`src/rtl/cmos_stream_pkg.sv`:
```
// Shared types and helpers for the CMOS-style stream transmitter.
// Imported by the timing counter and the transmitter top.
package cmos_stream_pkg;

  localparam int CNT_W = 12;

  typedef enum logic [1:0] {
    IDLE,
    GAP,
    ACTIVE,
    HBLANK
  } state_t;

  function automatic int h_total(
    input int h_act,
    input int h_blk
  );
    return h_act + h_blk;
  endfunction

endpackage

```
`src/rtl/cmos_timing_cnt.sv`:
```
// Pixel/line counter pair for the stream transmitter.
// Counts the displayed frame position and raises position strobes.
module cmos_timing_cnt
  import cmos_stream_pkg::*;
#(
  parameter int H_TOT    = 1440,
  parameter int H_ACTIVE = 1280,
  parameter int V_GAP    = 4,
  parameter int V_TOT    = 964
) (
  input  logic clk,
  input  logic rst,
  input  logic i_clr,
  input  logic i_en,
  output logic o_act_end,
  output logic o_line_end,
  output logic o_gap_end,
  output logic o_frame_end
);

  localparam logic [CNT_W-1:0] X_LAST =
    CNT_W'(H_TOT - 1);
  localparam logic [CNT_W-1:0] X_ACT =
    CNT_W'(H_ACTIVE - 1);
  localparam logic [CNT_W-1:0] Y_GAP =
    CNT_W'((V_GAP > 0) ? V_GAP - 1 : 0);
  localparam logic [CNT_W-1:0] Y_LAST =
    CNT_W'(V_TOT - 1);

  logic [CNT_W-1:0] r_xcnt;
  logic [CNT_W-1:0] r_ycnt;
  logic             w_gap_on;

  // ycnt spans gap and active lines so one compare ends the frame
  always_ff @(posedge clk or posedge rst) begin
    if (rst) begin
      r_xcnt <= '0;
      r_ycnt <= '0;
    end else if (i_clr) begin
      r_xcnt <= '0;
      r_ycnt <= '0;
    end else if (i_en) begin
      if (o_line_end) begin
        r_xcnt <= '0;
        if (r_ycnt == Y_LAST) begin
          r_ycnt <= '0;
        end else begin
          r_ycnt <= r_ycnt + 1'b1;
        end
      end else begin
        r_xcnt <= r_xcnt + 1'b1;
      end
    end
  end

  assign w_gap_on    = (V_GAP > 0);
  assign o_line_end  = (r_xcnt == X_LAST);
  assign o_act_end   = (r_xcnt == X_ACT);
  assign o_gap_end   = w_gap_on & o_line_end &
                       (r_ycnt == Y_GAP);
  assign o_frame_end = o_line_end &
                       (r_ycnt == Y_LAST);

endmodule

```
`src/rtl/cmos_stream_tx.sv`:
```
// Regenerates vsync/href/data sensor timing from a valid/ready source.
// Timing never stalls; a starved source yields zero pixels and a flag.
module cmos_stream_tx
  import cmos_stream_pkg::*;
#(
  parameter int H_ACTIVE = 1280,
  parameter int H_BLANK  = 160,
  parameter int V_ACTIVE = 960,
  parameter int V_GAP    = 4
) (
  input  logic       clk,
  input  logic       rst,
  input  logic       enable,
  input  logic       src_valid,
  input  logic [7:0] src_data,
  output logic       src_ready,
  output logic       image_out_vsync,
  output logic       image_out_href,
  output logic [7:0] image_out_data,
  output logic       frame_done,
  output logic       frame_underrun
);

  localparam int H_TOT = h_total(H_ACTIVE, H_BLANK);
  localparam int V_TOT = V_GAP + V_ACTIVE;
  localparam state_t ST_START =
    (V_GAP == 0) ? ACTIVE : GAP;

  if (H_BLANK <= 0) begin : g_bad_hblank
    $error("cmos_stream_tx: H_BLANK must be > 0");
  end
  if (H_TOT > 4095 || V_TOT > 4095) begin : g_bad_size
    $error("cmos_stream_tx: frame exceeds counters");
  end

  state_t     r_state;
  state_t     w_next;
  logic       w_clr;
  logic       w_cnt_en;
  logic       w_done;
  logic       w_start;
  logic       w_take;
  logic       w_act_end;
  logic       w_line_end;
  logic       w_gap_end;
  logic       w_frame_end;
  logic       r_vsync;
  logic       r_href;
  logic [7:0] r_data;
  logic       r_ur;
  logic       r_done;
  logic       r_fur;

  cmos_timing_cnt #(
    .H_TOT    (H_TOT),
    .H_ACTIVE (H_ACTIVE),
    .V_GAP    (V_GAP),
    .V_TOT    (V_TOT)
  ) u_cnt (
    .clk         (clk),
    .rst         (rst),
    .i_clr       (w_clr),
    .i_en        (w_cnt_en),
    .o_act_end   (w_act_end),
    .o_line_end  (w_line_end),
    .o_gap_end   (w_gap_end),
    .o_frame_end (w_frame_end)
  );

  // r_state is the phase whose outputs are on the pins this cycle
  always_comb begin
    w_next   = r_state;
    w_clr    = 1'b0;
    w_cnt_en = 1'b0;
    w_done   = 1'b0;
    w_start  = 1'b0;
    unique case (r_state)
      IDLE: begin
        if (enable) begin
          w_next  = ST_START;
          w_clr   = 1'b1;
          w_start = 1'b1;
        end
      end
      GAP: begin
        w_cnt_en = 1'b1;
        if (w_gap_end) begin
          w_next = ACTIVE;
        end
      end
      ACTIVE: begin
        w_cnt_en = 1'b1;
        if (w_act_end) begin
          w_next = HBLANK;
        end
      end
      HBLANK: begin
        w_cnt_en = 1'b1;
        if (w_frame_end) begin
          w_done = 1'b1;
          if (enable) begin
            w_next  = ST_START;
            w_start = 1'b1;
          end else begin
            w_next = IDLE;
            w_clr  = 1'b1;
          end
        end else if (w_line_end) begin
          w_next = ACTIVE;
        end
      end
      default: begin
        w_next = IDLE;
        w_clr  = 1'b1;
      end
    endcase
  end

  assign w_take    = (w_next == ACTIVE);
  assign src_ready = ~rst & w_take;

  always_ff @(posedge clk or posedge rst) begin
    if (rst) begin
      r_state <= IDLE;
      r_vsync <= 1'b0;
      r_href  <= 1'b0;
      r_data  <= 8'd0;
      r_ur    <= 1'b0;
      r_done  <= 1'b0;
      r_fur   <= 1'b0;
    end else begin
      r_state <= w_next;
      r_vsync <= (w_next == ACTIVE) |
                 (w_next == HBLANK);
      r_href  <= w_take;
      r_data  <= (w_take & src_valid) ?
                 src_data : 8'd0;
      // old bit is reported before a restart clears it
      r_ur    <= (r_ur & ~w_start) |
                 (w_take & ~src_valid);
      r_done  <= w_done;
      r_fur   <= w_done & r_ur;
    end
  end

  assign image_out_vsync = r_vsync;
  assign image_out_href  = r_href;
  assign image_out_data  = r_data;
  assign frame_done      = r_done;
  assign frame_underrun  = r_fur;

endmodule

```
`config.mk`:
```
export PLATFORM = sky130hd
export DESIGN_NAME = cmos_stream_tx
export DESIGN_NICKNAME = d
export VERILOG_FILES = /design/src/rtl/cmos_stream_pkg.sv /design/src/rtl/cmos_timing_cnt.sv /design/src/rtl/cmos_stream_tx.sv
export SDC_FILE = /design/constraint.sdc
export NUM_CORES = 1
export LEC_CHECK = 0
export ABC_AREA = 1
export BUFFER_PORTS_ARGS = -buffer_cell sky130_fd_sc_hd__buf_2
export CORE_UTILIZATION = 60
export CTS_BUF_LIST = sky130_fd_sc_hd__clkbuf_8
export CTS_CLUSTER_DIAMETER = 50
export DETAILED_ROUTE_END_ITERATION = 16
export PLACE_DENSITY = 0.92
export SLEW_MARGIN = 10
export SYNTH_ARGS = -nofsm -noshare
export SYNTH_HDL_FRONTEND = slang
export SYNTH_HIERARCHICAL = 1
export SYNTH_SLANG_ARGS = --single-unit
```
`constraint.sdc`:
```
create_clock -name clk -period 5.9 [get_ports clk]
set_input_delay 0.885 -clock clk [delete_from_list [all_inputs] [get_ports clk]]
set_output_delay 0.885 -clock clk [all_outputs]
set_load 0.05 [all_outputs]
```
==> metrics.log <==
[metrics] outcome: finished clean
[metrics] storage element area: approximately 980 µm²
[metrics] Reg-to-Reg Start: u_cnt/r_ycnt[0]$_DFFE_PP0P_
[metrics] setup slack of the most critical reg-to-reg path: 2.97 ns
[metrics] Fmax achieved: 297 MHz
[metrics] initial antenna violation count: 0
[metrics] Critical-path top delay cell: dfrtp_1
[metrics] met2 routed WL: 2190 µm
[metrics] largest vdd supply drop: 0.000424 V
[metrics] buffers added on ports: 24
[metrics] most used standard cells in the synthesized netlist: nand2_1 (70), inv_1 (44), nor2_1 (41)
[metrics] actual transition at the worst max-transition pin: 0.888 ns
[metrics] area of the core: 3720 µm²
[metrics] Post-Syn Area: 2350 µm²
[metrics] clock network latency to the later pin of the worst-skew pair: 0.30 ns
[metrics] largest fanout of any net on the critical path: 4
[metrics] max cap viols: 0
[metrics] launch point of the critical path: u_cnt/r_ycnt[0]$_DFFE_PP0P_
[metrics] maximum buffer depth of the clock tree: 2
[metrics] number of post-CTS setup repair buffers: 0
[metrics] number of ports placed on the die boundary: 25
[metrics] Max Slew Vio Count: 0
[metrics] unrepaired setup endpoints after global routing: false
[metrics] Max Clock Skew: 0.00517 ns
[metrics] Synth Flop Type: dfrtp_1
[metrics] WL final: around 4400 µm
[metrics] hold violation total from the final report: 0
[metrics] clock sinks: 39
[metrics] end of the worst register-to-register path: u_cnt/r_xcnt[7]$_DFFE_PP0P_
[metrics] height of the die: 64.6 µm
[metrics] Sw Ratio: between 40% and 50%
[metrics] total of endpoints with negative setup slack in the final report: 0
[metrics] part of the power in combinational logic: a little under half
[metrics] cts-stage hold buffer count: 0
[metrics] number of gates resized after cts: 0
[metrics] drt via density: 5.20
[metrics] worst slew margin relative to its limit: roughly two fifths
[metrics] P_int: between 0.5 and 0.6 mW
[metrics] cell accounting for the most synthesized area: dfrtp_1
[metrics] asr flop ratio synth: 100%
[metrics] number of standard-cell rows in the floorplan: 22
[metrics] power per unit of standard cell area: roughly 400 nW/µm²
[metrics] library cell appearing most often on the critical path: nand3_1
[metrics] Die Outline Area: around 4200 µm²
[metrics] post-layout min period: 3.37 ns
[metrics] total length of routed met3 wires: 237 µm
[metrics] overall overflow remaining after global route: 0
[metrics] Arr. time, crit path: 2.48 ns
[metrics] final estimated routing congestion in global placement: 0.914
[metrics] count of unique library cells instantiated by Yosys: 34
[metrics] cell depth of the worst flop-to-flop path: 14
[metrics] Seq/Total Area, Yosys: 41.5%
[metrics] Final Util: 69.5%
[metrics] DRC violations left: 0
[metrics] post-CTS clock slew at the launch and capture registers of the worst setup and hold paths: 0.07 ns
[metrics] type of the worst min-delay path: reg2reg
[metrics] worst-path cell chain: ha_1 -> inv_1 -> nor3_1 -> nand3_1 -> nor2_1 -> inv_1 -> nand3_1 -> nand3_1 -> a21o_2 -> nor3_1 -> buf_2
[metrics] count of mapped cells out of synthesis: 302
[metrics] clock tree from TritonCTS: done
[metrics] post-synth top area share: 41.5%
[metrics] clock network fraction of total power: 16.7%
[metrics] Reg power frac: 36.1%
[metrics] net switching component of the power: between 0.4 and 0.5 mW
[metrics] number of standard cells in the layout, taps in and fillers out: between 300 and 400
[metrics] Synthesized Nets: 322
[metrics] antenna violation net count after detailed routing: 0
[metrics] count of fill cells added during filler insertion: 298
[metrics] critical path endpoint category: primary output
[metrics] synthesis-to-finish area growth: 9.73%
[metrics] synthesized area divided by synthesized cell count: 7.79 µm²
[metrics] diodes inserted: 0
[metrics] static leakage power: around 1.4 nW
[metrics] layout net count: 350
[metrics] CP startpoint kind: register
[metrics] count of yosys warnings during synthesis: 6
[metrics] top cells by area, synth: dfrtp_1 (41%), nand2_1 (11%), inv_1 (7.0%)
[metrics] wire length of the first global-routing pass: roughly 8000 µm
[metrics] GRT Overall Usage: 25.2%
[metrics] final setup TNS: 0 ns
[metrics] starting density of the core: 63.3%
[metrics] top sig layer: met4
[metrics] data required time at the worst endpoint: 5.02 ns
[metrics] fraction of layout instances using a drive strength above 1: a little under a fifth
[metrics] routed metal-1 wirelength: 1930 µm
[metrics] final cycle utilization of the critical path: 57.1%
[metrics] Fin Hold WS: ~0.51 ns
[metrics] slowest cell delay on critical path: ~0.4 ns
[metrics] number of enable flip-flop cells after synthesis: 0
[metrics] maximum number of pins on one net before global-route repair: 25
[metrics] width of the chip: 64.6 µm
[metrics] count of TritonRoute iterations in the first routing pass: 4
[metrics] vias in the first global route: approximately 1.9k
[metrics] post-detailed-placement half-perimeter wirelength: 3380 µm
[metrics] Detailed Route Iter0 Violations: ~120
[metrics] FF+latch count, synth: 39
[metrics] Critical path destination: src_ready
[metrics] post-detailed-route wirelength per cell: 11.7 µm
[metrics] post-placement cell count: 371
[metrics] number of H-tree levels: 2
[metrics] area of the multi-input gates: ~1100 µm²
[metrics] clock buffer count from CTS: 5
[metrics] via count: 1969
[metrics] most frequently used cell type in the post-synthesis netlist: nand2_1
[metrics] CP Class: reg2out
[metrics] clock root buffer: clkbuf_8
## flip-flops by register name (all words and copies together) (netlist names)
| name | flops |
|---|---|
| image_out_vsync | 1 |
| image_out_href | 1 |
| frame_underrun | 1 |
| u_cnt/r_ycnt | 12 |
| image_out_data | 8 |
| u_cnt/r_xcnt | 12 |
| frame_done | 1 |
| r_ur | 1 |
| r_state | 2 |
## cell families (layout without fill, tap and decap cells)
kind of cell               count (synthesis)  in the layout  share of synthesized area (%)
muxes                                      1              1                          0.426
AOI/OAI and AO/OA                         21             21                           5.90
buffers and inverters                     53             82                           10.3
xor gates and xnor gates                   7              7                           2.61
DFF                                       39             39                           41.5
and+or+nand+nor                          173            173                           35.0
adders and majority gates                  8              8                           4.26
## worst min-delay path by stage
stage | from | to | slack (ns) | cells after the start
2_1_floorplan | r_ur$_DFF_PP0_ | r_ur$_DFF_PP0_ | 0.45 | 2
3_3_place_gp | r_ur$_DFF_PP0_ | r_ur$_DFF_PP0_ | 0.46 | 2
3_5_place_dp | r_ur$_DFF_PP0_ | frame_underrun$_DFF_PP0_ | 0.51 | 2
4_1_cts | r_ur$_DFF_PP0_ | frame_underrun$_DFF_PP0_ | 0.52 | 2
5_1_grt | u_cnt/r_ycnt[1]$_DFFE_PP0P_ | u_cnt/r_ycnt[1]$_DFFE_PP0P_ | 0.55 | 2
6_report | r_ur$_DFF_PP0_ | frame_underrun$_DFF_PP0_ | 0.51 | 2
## cell usage in the layout (no fill, tap or decap), types with 3 or more instances in the layout
| cell type | instances |
|---|---|
| nor2_2 | 3 |
| inv_1 | 45 |
| nor3_1 | 5 |
| nand3b_1 | 3 |
| nand3_1 | 25 |
| clkbuf_8 | 5 |
| buf_2 | 24 |
| inv_2 | 4 |
| xor2_1 | 7 |
| nor2_1 | 41 |
| nand2_1 | 70 |
| o21ai_0 | 7 |
| o21bai_1 | 3 |
| ha_1 | 8 |
| nand2_2 | 11 |
| nand4_1 | 5 |
| a21oi_1 | 5 |
| dfrtp_1 | 39 |
## critical path: cells and delay by family, from the launching register on
kind            cells  cell delay (ns)
compound gates      1             0.22
fa+ha+maj           1             0.22
buf+inv             3             0.39
flops               1             0.40
simple gates        6             0.95
## power groups by stage
stage	registers (mW)	logic [mW]	clock network [mW]
5_1_grt	0.383	0.542	0.190
6_report	0.373	0.489	0.173
3_3_place_gp	0.373	0.474	0
4_1_cts	0.373	0.492	0.179
2_1_floorplan	0.439	0.335	0
3_5_place_dp	0.377	0.491	0
## final cells by class
class                      instances  area share [%]
clock buffer                       5            2.67
tap                               48            2.33
multi-input combinational        210            43.9
clock inverter                     3           0.630
sequential                        39            37.8
inverter                          50            8.00
timing repair buffer              24            4.65
## layer usage
layer | vias up | global-route usage, %
li1 | 997 | -
met1 | 917 | 30.5
met2 | 49 | 42.9
met3 | 6 | 6.69
met4 | 0 | 9.44
met5 | - | 0
## metrics by stage
stage	total power, mW	setup WS, ns	area, µm²
after floorplan	0.774	2.37	2350
after global placement	0.846	2.94	2500
after detailed placement	0.868	2.86	2500
after CTS	1.04	2.53	2580
after global routing	1.11	2.31	2580
final	1.03	2.53	2580
No activity file was read; power rests on OpenSTA's default activity.
